[config.mk]
export PLATFORM = sky130hd
export DESIGN_NAME = uart_rx
export DESIGN_NICKNAME = d
export VERILOG_FILES = /design/src/rtl/uart_pkg.sv /design/src/rtl/bit_sync.sv /design/src/rtl/uart_rx.sv
export SDC_FILE = /design/constraint.sdc
export NUM_CORES = 1
export LEC_CHECK = 0
export CAP_MARGIN = 40
export CORE_MARGIN = 2
export CORE_UTILIZATION = 35
export DETAILED_ROUTE_END_ITERATION = 6
export HOLD_SLACK_MARGIN = 0.12
export SYNTH_ARGS = -nofsm -noshare
export SYNTH_HDL_FRONTEND = slang
export SYNTH_HIERARCHICAL = 1
export SYNTH_SLANG_ARGS = --single-unit
[constraint.sdc]
create_clock -name sysclk -period 4.14 [get_ports sysclk]
set_input_delay 0.414 -clock sysclk [delete_from_list [all_inputs] [get_ports sysclk]]
set_output_delay 0.414 -clock sysclk [all_outputs]
set_load 0.005 [all_outputs]
[src/rtl/uart_pkg.sv]
// Shared definitions for the UART blocks: receiver state encoding, default
// baud divisor, data width and a 2-of-3 majority helper.
package uart_pkg;

   localparam int CLKS_PER_BIT_9600 = 5208;
   localparam int UART_DATA_W       = 8;

   typedef logic [1:0] state_t;

   localparam state_t IDLE  = 2'd0;
   localparam state_t START = 2'd1;
   localparam state_t DATA  = 2'd2;
   localparam state_t STOP  = 2'd3;

   function automatic logic maj3(input logic a, input logic b, input logic c);
      return (a & b) | (a & c) | (b & c);
   endfunction

endpackage

[src/rtl/bit_sync.sv]
// Two-flop synchroniser for a single asynchronous input. Both stages reset
// to 1 so that an idle-high line reads as idle straight out of reset.
module bit_sync (
   input  logic clk,
   input  logic rst_n,
   input  logic d,
   output logic q
);

   logic meta;

   // NOTE: sequential state always uses non-blocking assignments; with
   // blocking ones the second stage would see this cycle's value and the
   // two flops would collapse into one.
   always_ff @(posedge clk or negedge rst_n) begin
      if (!rst_n) begin
         meta <= 1'b1;
         q    <= 1'b1;
      end else begin
         meta <= d;
         q    <= meta;
      end
   end

endmodule

[src/rtl/uart_rx.sv]
// 8N1 UART receiver with mid-bit sampling and framing-error detection.
// Build option: define UART_RX_MAJORITY_EN to take each sample as a 2-of-3 vote.
module uart_rx
   import uart_pkg::*;
#(
   parameter int CLKS_PER_BIT = CLKS_PER_BIT_9600,
   parameter int HALF_BIT     = (CLKS_PER_BIT - 1) / 2
) (
   input  logic                   sysclk,
   input  logic                   rst_n,
   input  logic                   rx,
   output logic [UART_DATA_W-1:0] data,
   output logic                   valid,
   output logic                   frame_err,
   output logic                   busy
);

   localparam int           CNT_W   = 13;
   localparam int           IDX_W   = $clog2(UART_DATA_W);
   localparam [CNT_W-1:0]   HALF_C  = CNT_W'(HALF_BIT);
   localparam [CNT_W-1:0]   LAST_C  = CNT_W'(CLKS_PER_BIT - 1);
   localparam [IDX_W-1:0]   LAST_IX = IDX_W'(UART_DATA_W - 1);

   logic                   rx_s;
   logic                   sample;
   state_t                 state;
   logic [CNT_W-1:0]       cnt;
   logic [IDX_W-1:0]       bit_idx;
   logic [UART_DATA_W-1:0] shreg;
   logic                   brk_lock;

   bit_sync u_sync (
      .clk   (sysclk),
      .rst_n (rst_n),
      .d     (rx),
      .q     (rx_s)
   );

`ifdef UART_RX_MAJORITY_EN
   logic [1:0] hist;

   always_ff @(posedge sysclk or negedge rst_n) begin
      if (!rst_n) hist <= 2'b11;
      else        hist <= {hist[0], rx_s};
   end

   assign sample = maj3(rx_s, hist[0], hist[1]);
`else
   assign sample = rx_s;
`endif

   assign busy = (state != IDLE);

   always_ff @(posedge sysclk or negedge rst_n) begin
      if (!rst_n) begin
         state     <= IDLE;
         cnt       <= '0;
         bit_idx   <= '0;
         shreg     <= '0;
         data      <= '0;
         valid     <= 1'b0;
         frame_err <= 1'b0;
         brk_lock  <= 1'b0;
      end else begin
         valid     <= 1'b0;
         frame_err <= 1'b0;
         case (state)
            IDLE: begin
               cnt <= '0;
               // A line left low after a bad stop bit is a break, not a start.
               if (rx_s)           brk_lock <= 1'b0;
               else if (!brk_lock) state    <= START;
            end
            START: begin
               if (cnt == HALF_C) begin
                  cnt     <= '0;
                  bit_idx <= '0;
                  state   <= sample ? IDLE : DATA;
               end else begin
                  cnt <= cnt + CNT_W'(1);
               end
            end
            DATA: begin
               if (cnt == LAST_C) begin
                  cnt     <= '0;
                  shreg   <= {sample, shreg[UART_DATA_W-1:1]};
                  bit_idx <= bit_idx + IDX_W'(1);
                  if (bit_idx == LAST_IX) state <= STOP;
               end else begin
                  cnt <= cnt + CNT_W'(1);
               end
            end
            STOP: begin
               if (cnt == LAST_C) begin
                  cnt   <= '0;
                  state <= IDLE;
                  if (sample) begin
                     data  <= shreg;
                     valid <= 1'b1;
                  end else begin
                     frame_err <= 1'b1;
                     brk_lock  <= 1'b1;
                  end
               end else begin
                  cnt <= cnt + CNT_W'(1);
               end
            end
            default: begin
               state <= IDLE;
               cnt   <= '0;
            end
         endcase
      end
   end

endmodule

## Word-level counts from Yosys, hierarchy flattened

Cells that the tools add are included.

- Word-level logic and storage cells: 60
- Output and inout port bits: 11
- Flip-flop bits (word level): 39

- Equality and inequality tests: 14
- Muxes and demuxes: 24
- Reductions and logical operators: 10
- $add $sub $neg: 2

Operators by type and width:

| kind | number |
|---|---|
| one-hot mux 13 bit (3 select lines) | 1 |
| 2-to-1 mux 13 bit | 2 |
| 2-to-1 mux 2 bit | 7 |
| != test 2 bit, second input constant | 7 |
| adder 13 x 1 -> 13 bit, second input constant | 1 |
| equality test 13 x 12 -> 1 bit, second input constant | 1 |
| equality test 13 bit, second input constant | 1 |
| 2-to-1 mux 1 bit | 9 |
| one-hot mux 2 bit (4 select lines) | 1 |
| 2-to-1 mux 3 bit | 2 |
| one-hot mux 3 bit (2 select lines) | 1 |
| AND reduction 3 bit | 2 |
| AND reduction 6 bit | 1 |
| nonzero test 2 bit | 3 |
| equality test 2 bit, second input constant | 2 |
| AND reduction 4 bit | 1 |
| adder 3 x 1 -> 3 bit, second input constant | 1 |
| equality test 3 bit, second input constant | 1 |
| equality test 2 x 1 -> 1 bit, second input constant | 1 |
| zero test 2 bit | 1 |
| != test 2 x 1 -> 1 bit, second input constant | 1 |
| one-hot mux 1 bit (2 select lines) | 1 |
| AND reduction 2 bit | 1 |
| OR reduction 2 bit | 1 |

## Logic depth before layout (Yosys ltp)

- Depth in word-level cells: 4
- Gate-level depth with buffers: 6
- Mapped depth without buffers: 5

## Hierarchy

Netlist, hierarchy kept.

Modules (own cells, without submodules):

| module | times used | sequential area each (µm²) | area each (µm²) | cells an instance |
|---|---|---|---|---|
| uart_rx | 1 | 925.9 | 1,676.6 | 143 |
| bit_sync | 1 | 52.6 | 52.6 | 2 |

## Worst setup path after synthesis

OpenSTA, ideal clock, no wires.

- Path kind: register to register
- Start: register cnt[0]
- End: register shreg[0]
- Period minus slack after synthesis: 1,684 ps
- Cell stages (with the launch flop): 6
- Path buffers: 1
- Arrival: 1,560 ps
- Path slack: 2,456 ps
- Required time: 4,015 ps
- Cells stage by stage: dfrtp_1 ha_1 and4bb_2 nand4_2 buf_2 mux2_2

- Word-level cells in the longest chain between the ends: 2

RTL lines:

| what | line | RTL |
|---|---|---|
| start, declared | uart_rx.sv:27 | `logic [CNT_W-1:0] cnt;` |
| start signal, assigned | uart_rx.sv:80 | `cnt <= cnt + CNT_W'(1);` |
| start signal, assigned | uart_rx.sv:90 | `cnt <= cnt + CNT_W'(1);` |
| start signal, assigned | uart_rx.sv:105 | `cnt <= cnt + CNT_W'(1);` |
| equality test 13 bit | uart_rx.sv:84 | `if (cnt == LAST_C) begin` |
| AND reduction 2 bit (no source line) | n/a |  |
| end signal, assigned | uart_rx.sv:86 | `shreg <= {sample, shreg[UART_DATA_W-1:1]};` |
| end, declared | uart_rx.sv:29 | `logic [UART_DATA_W-1:0] shreg;` |

Every way passes these cells.
A chain may end at the register's enable or synchronous reset.

## Final worst setup path

- Start: register cnt[0]
- End: register cnt[9]

- Word-level cells in the longest chain between the ends: 3
- Elaborated cells between the ends (all ways): 6

RTL lines:

| what | line | RTL |
|---|---|---|
| adder 13 x 1 -> 13 bit (tied with other cells) | uart_rx.sv:80, uart_rx.sv:90, uart_rx.sv:105 |  |
| 2-to-1 mux 13 bit, on equally long branches | uart_rx.sv:84, uart_rx.sv:94, uart_rx.sv:75 |  |
| one-hot mux 13 bit (3 select lines) * | uart_rx.sv:67 | `case (state)` |

Every way passes the cells marked *; elsewhere a longest branch is shown, timed or not.

==> flow_metrics.env <==
export IMPL_cts_root_buffer="clkbuf_8"
export IMPL_ant_nets=0
export IMPL_seqPwrFrac_pct=59.3
export IMPL_setup_ws_ns=1.83
export IMPL_dp_hpwl_microns=2100
export IMPL_grt_pass1_wl_microns=5280
export IMPL_drt_wl_total_microns=2990
export IMPL_dp_worst_setup_slack_ns=1.94
export IMPL_comb_power_share_pct=1.4
export IMPL_core_area_sq_mm=0.00475
export IMPL_synth_area_per_cell_sq_um=11.9
export IMPL_path_clk_slew_ns=0.08
export IMPL_holdWs_ns=0.216
export IMPL_syn2layout_area_growth_pct=15.7
export IMPL_ys_seq_elements=39
export IMPL_placed_cell_area_sq_mm=0.00191
export IMPL_rsz0062_at_grt="no"
export IMPL_ctsResizeCount=0
export IMPL_p_sw_mw=0.146
export IMPL_drive_gt1_share_pct=19.3
export IMPL_max_slew_margin_rel_pct=33.4
export IMPL_max_freq_ghz=0.432
export IMPL_crit_fanout=13
export IMPL_clock_latency_ns=0.29
export IMPL_end_kind="register"
export IMPL_syn_num_nets=151
export IMPL_synth_cells=145
export IMPL_worstPathArrival_ns=2.45
export IMPL_dieArea_sq_mm=0.00552
export IMPL_htreeDepth=2
export IMPL_cp_data_required_time_ns=4.28
export IMPL_p_int_mw=0.501
export IMPL_drt_iter0_drc=106
export IMPL_grt_ovfl_total=0
export IMPL_io_buffers=13
export IMPL_initial_utilization_pct=36.4
export IMPL_worstMarginPinSlew_ns=0.999
export IMPL_track_usage_pct=12.9
export IMPL_synth_area_sq_mm=0.00173
export IMPL_finalCriticalPeriod_ns=2.31
export IMPL_grt_max_degree=40
export IMPL_hold_viol_final=0
export IMPL_seq_area_sq_um=978
export IMPL_power_mw=0.647
export IMPL_slew_viol_final=0
export IMPL_status="complete, no violations"
export IMPL_num_antenna_cells=0
export IMPL_ir_drop_mv=0.176
export IMPL_holdBufCountCts=0
export IMPL_drv_cap=0
export IMPL_crit_type="register to register"
export IMPL_drc=0
export IMPL_skew_ns=0.00324
export IMPL_ioPinCount=14
export IMPL_start_kind="register"
export IMPL_fin_area_sq_mm=0.00200
export IMPL_rows=25
export IMPL_post_cts_buffers=0
export IMPL_fillers=464
export IMPL_finalCritPeriodShare_pct=55.9
export IMPL_setup_viol=0
export IMPL_switching_share_pct=22.6
export IMPL_grt_pass1_vias=1092
export IMPL_cts_tree="yes"
export IMPL_fp_dieW_microns=74.3
export IMPL_gp_congestion=0.756
export IMPL_wire_per_inst_microns=13.1
export IMPL_routed_via_density=4.78
export IMPL_multi_input_area_sq_um=706
export IMPL_clock_path_buffers=2
export IMPL_netlist_cell_type_count=34
export IMPL_dr_pass1_iters=4
export IMPL_fp_dieH_microns=74.3
export IMPL_antenna_found_initial=0
export IMPL_ys_seq_area_share_pct=56.6
export IMPL_via_count=1090
export IMPL_clockPowerShare_pct=39.4
export IMPL_final_setup_tns_ns=0
export IMPL_cts_buffers=5
export IMPL_nets=166
export IMPL_power_density_mw_per_mm2=323
export IMPL_numClockSinks=39
export IMPL_power_leakage_nw=0.888
export IMPL_hold_class="primary input to asynchronous set/reset pin"
export IMPL_yosysWarnings=6
[layout make-up]
type | instances | share of cell area (%)
clock buffers | 5 | 3.44
inverters | 5 | 0.938
clock inverters | 3 | 1.00
flip-flops and latches | 39 | 48.9
repair buffers | 13 | 6.25
multi-input cells | 96 | 35.3
well taps | 67 | 4.19
[through the flow]
stage	instances	utilization, %
6_report	228	42.1
5_1_grt	228	42.1
4_1_cts	228	42.1
3_5_place_dp	220	40.2
2_1_floorplan	145	-
3_3_place_gp	220	40.2
[cell usage in the layout, fill, tap and decap left out, drive strengths merged, types with 2 or more instances in the layout]
cell type | Yosys | final
dfrtp | 37 | 37
nor2 | 19 | 19
mux2 | 15 | 15
clkdlybuf4s50 | 0 | 12
xnor2 | 9 | 9
nand3 | 7 | 7
nand2 | 7 | 7
nor3 | 6 | 6
inv | 5 | 5
clkbuf | 2 | 5
nand4 | 4 | 4
a31oi | 3 | 3
xor2 | 3 | 3
o21ai | 3 | 3
ha | 3 | 3
and4bb | 3 | 3
nor4bb | 2 | 2
nor2b | 2 | 2
clkinvlp | 0 | 2
dfstp | 2 | 2
[state kept, by name, summed over array words and instances (netlist names), named ones only]
register / count
brk_lock: 1
u_sync/meta: 1
cnt: 13
bit_idx: 3
valid: 1
data: 8
frame_err: 1
shreg: 8
state: 1
u_sync/q: 1
[synthesized netlist by cell type]
master,number,area [sq um]
nand3b_1,1,7.51
inv_1,5,18.8
a21oi_1,1,5.00
mux2i_1,1,10.0
nand4_2,1,12.5
and4bb_2,2,25.0
and3_4,1,11.3
nand4_4,1,21.3
nand4_1,2,12.5
nor2_1,19,71.3
nand3_1,7,35.0
mux2_2,15,169
and4bb_1,1,12.5
buf_2,2,10.0
a31oi_1,3,18.8
nor4bb_1,2,20.0
a22o_1,1,8.76
o21ai_0,3,15.0
ha_1,3,37.5
nor2b_1,2,12.5
xor2_1,3,26.3
clkbuf_1,1,3.75
nand2b_1,1,6.26
and4b_1,1,10.0
dfrtp_1,37,926
nor4b_1,1,8.76
xnor2_1,9,78.8
buf_4,1,7.51
o31ai_1,1,7.51
nor3_1,6,30.0
nor4_1,1,6.26
clkbuf_2,1,5.00
nand2_1,7,26.3
dfstp_2,2,52.6
[worst paths after layout]
check	cells after the start	slack, ns	end	from
worst max-delay path	5	1.83	cnt[9]	cnt[0]
worst min-delay path	1	0.22	cnt[3]	rst_n
worst max register to register	5	1.83	cnt[9]	cnt[0]
worst min register to register	0	0.36	u_sync/q	u_sync/meta
max in group asynchronous	1	3.40	data[6]	rst_n
min in group sysclk	0	0.36	u_sync/q	u_sync/meta
[kinds of logic (layout without fill, tap and decap cells)]
family                   after synthesis  count (layout)  share of synthesized area [%]
buffers and inverters                 10              26                           2.60
XOR/XNOR                              12              12                           6.08
multiplexers                          16              16                           10.3
AO/OA/AOI/OAI                          9               9                           3.18
AND/OR/NAND/NOR                       56              56                           19.0
flip-flops                            39              39                           56.6
adder cells (fa/ha/maj)                3               3                           2.17
[routing by layer]
metal / GRT usage, % / vias to the layer above / share of wire [%]
li1: - / 530 / -
met1: 16.9 / 532 / 48
met2: 19.2 / 21 / 46
met3: 3.66 / 7 / 4.2
met4: 7.14 / 0 / 2.4
met5: 0 / - / 0
[power groups by stage]
stage | combinational (mW) | clock (mW) | sequential (mW)
finish | 0.00877 | 0.255 | 0.383
global route | 0.0103 | 0.281 | 0.383
CTS | 0.00948 | 0.262 | 0.383
detailed placement | 0.00946 | 0 | 0.391
global placement | 0.00906 | 0 | 0.391
floorplan | 0.000443 | 0 | 0.391
[critical path: stages, from the launching register on]
cell      delay [ns]
dfrtp_1         0.41
ha_1            0.25
nor4bb_1        0.40
a31oi_1         0.17
a21oi_1         0.80
nor2_1          0.13
(Power assumes the default switching activity.)
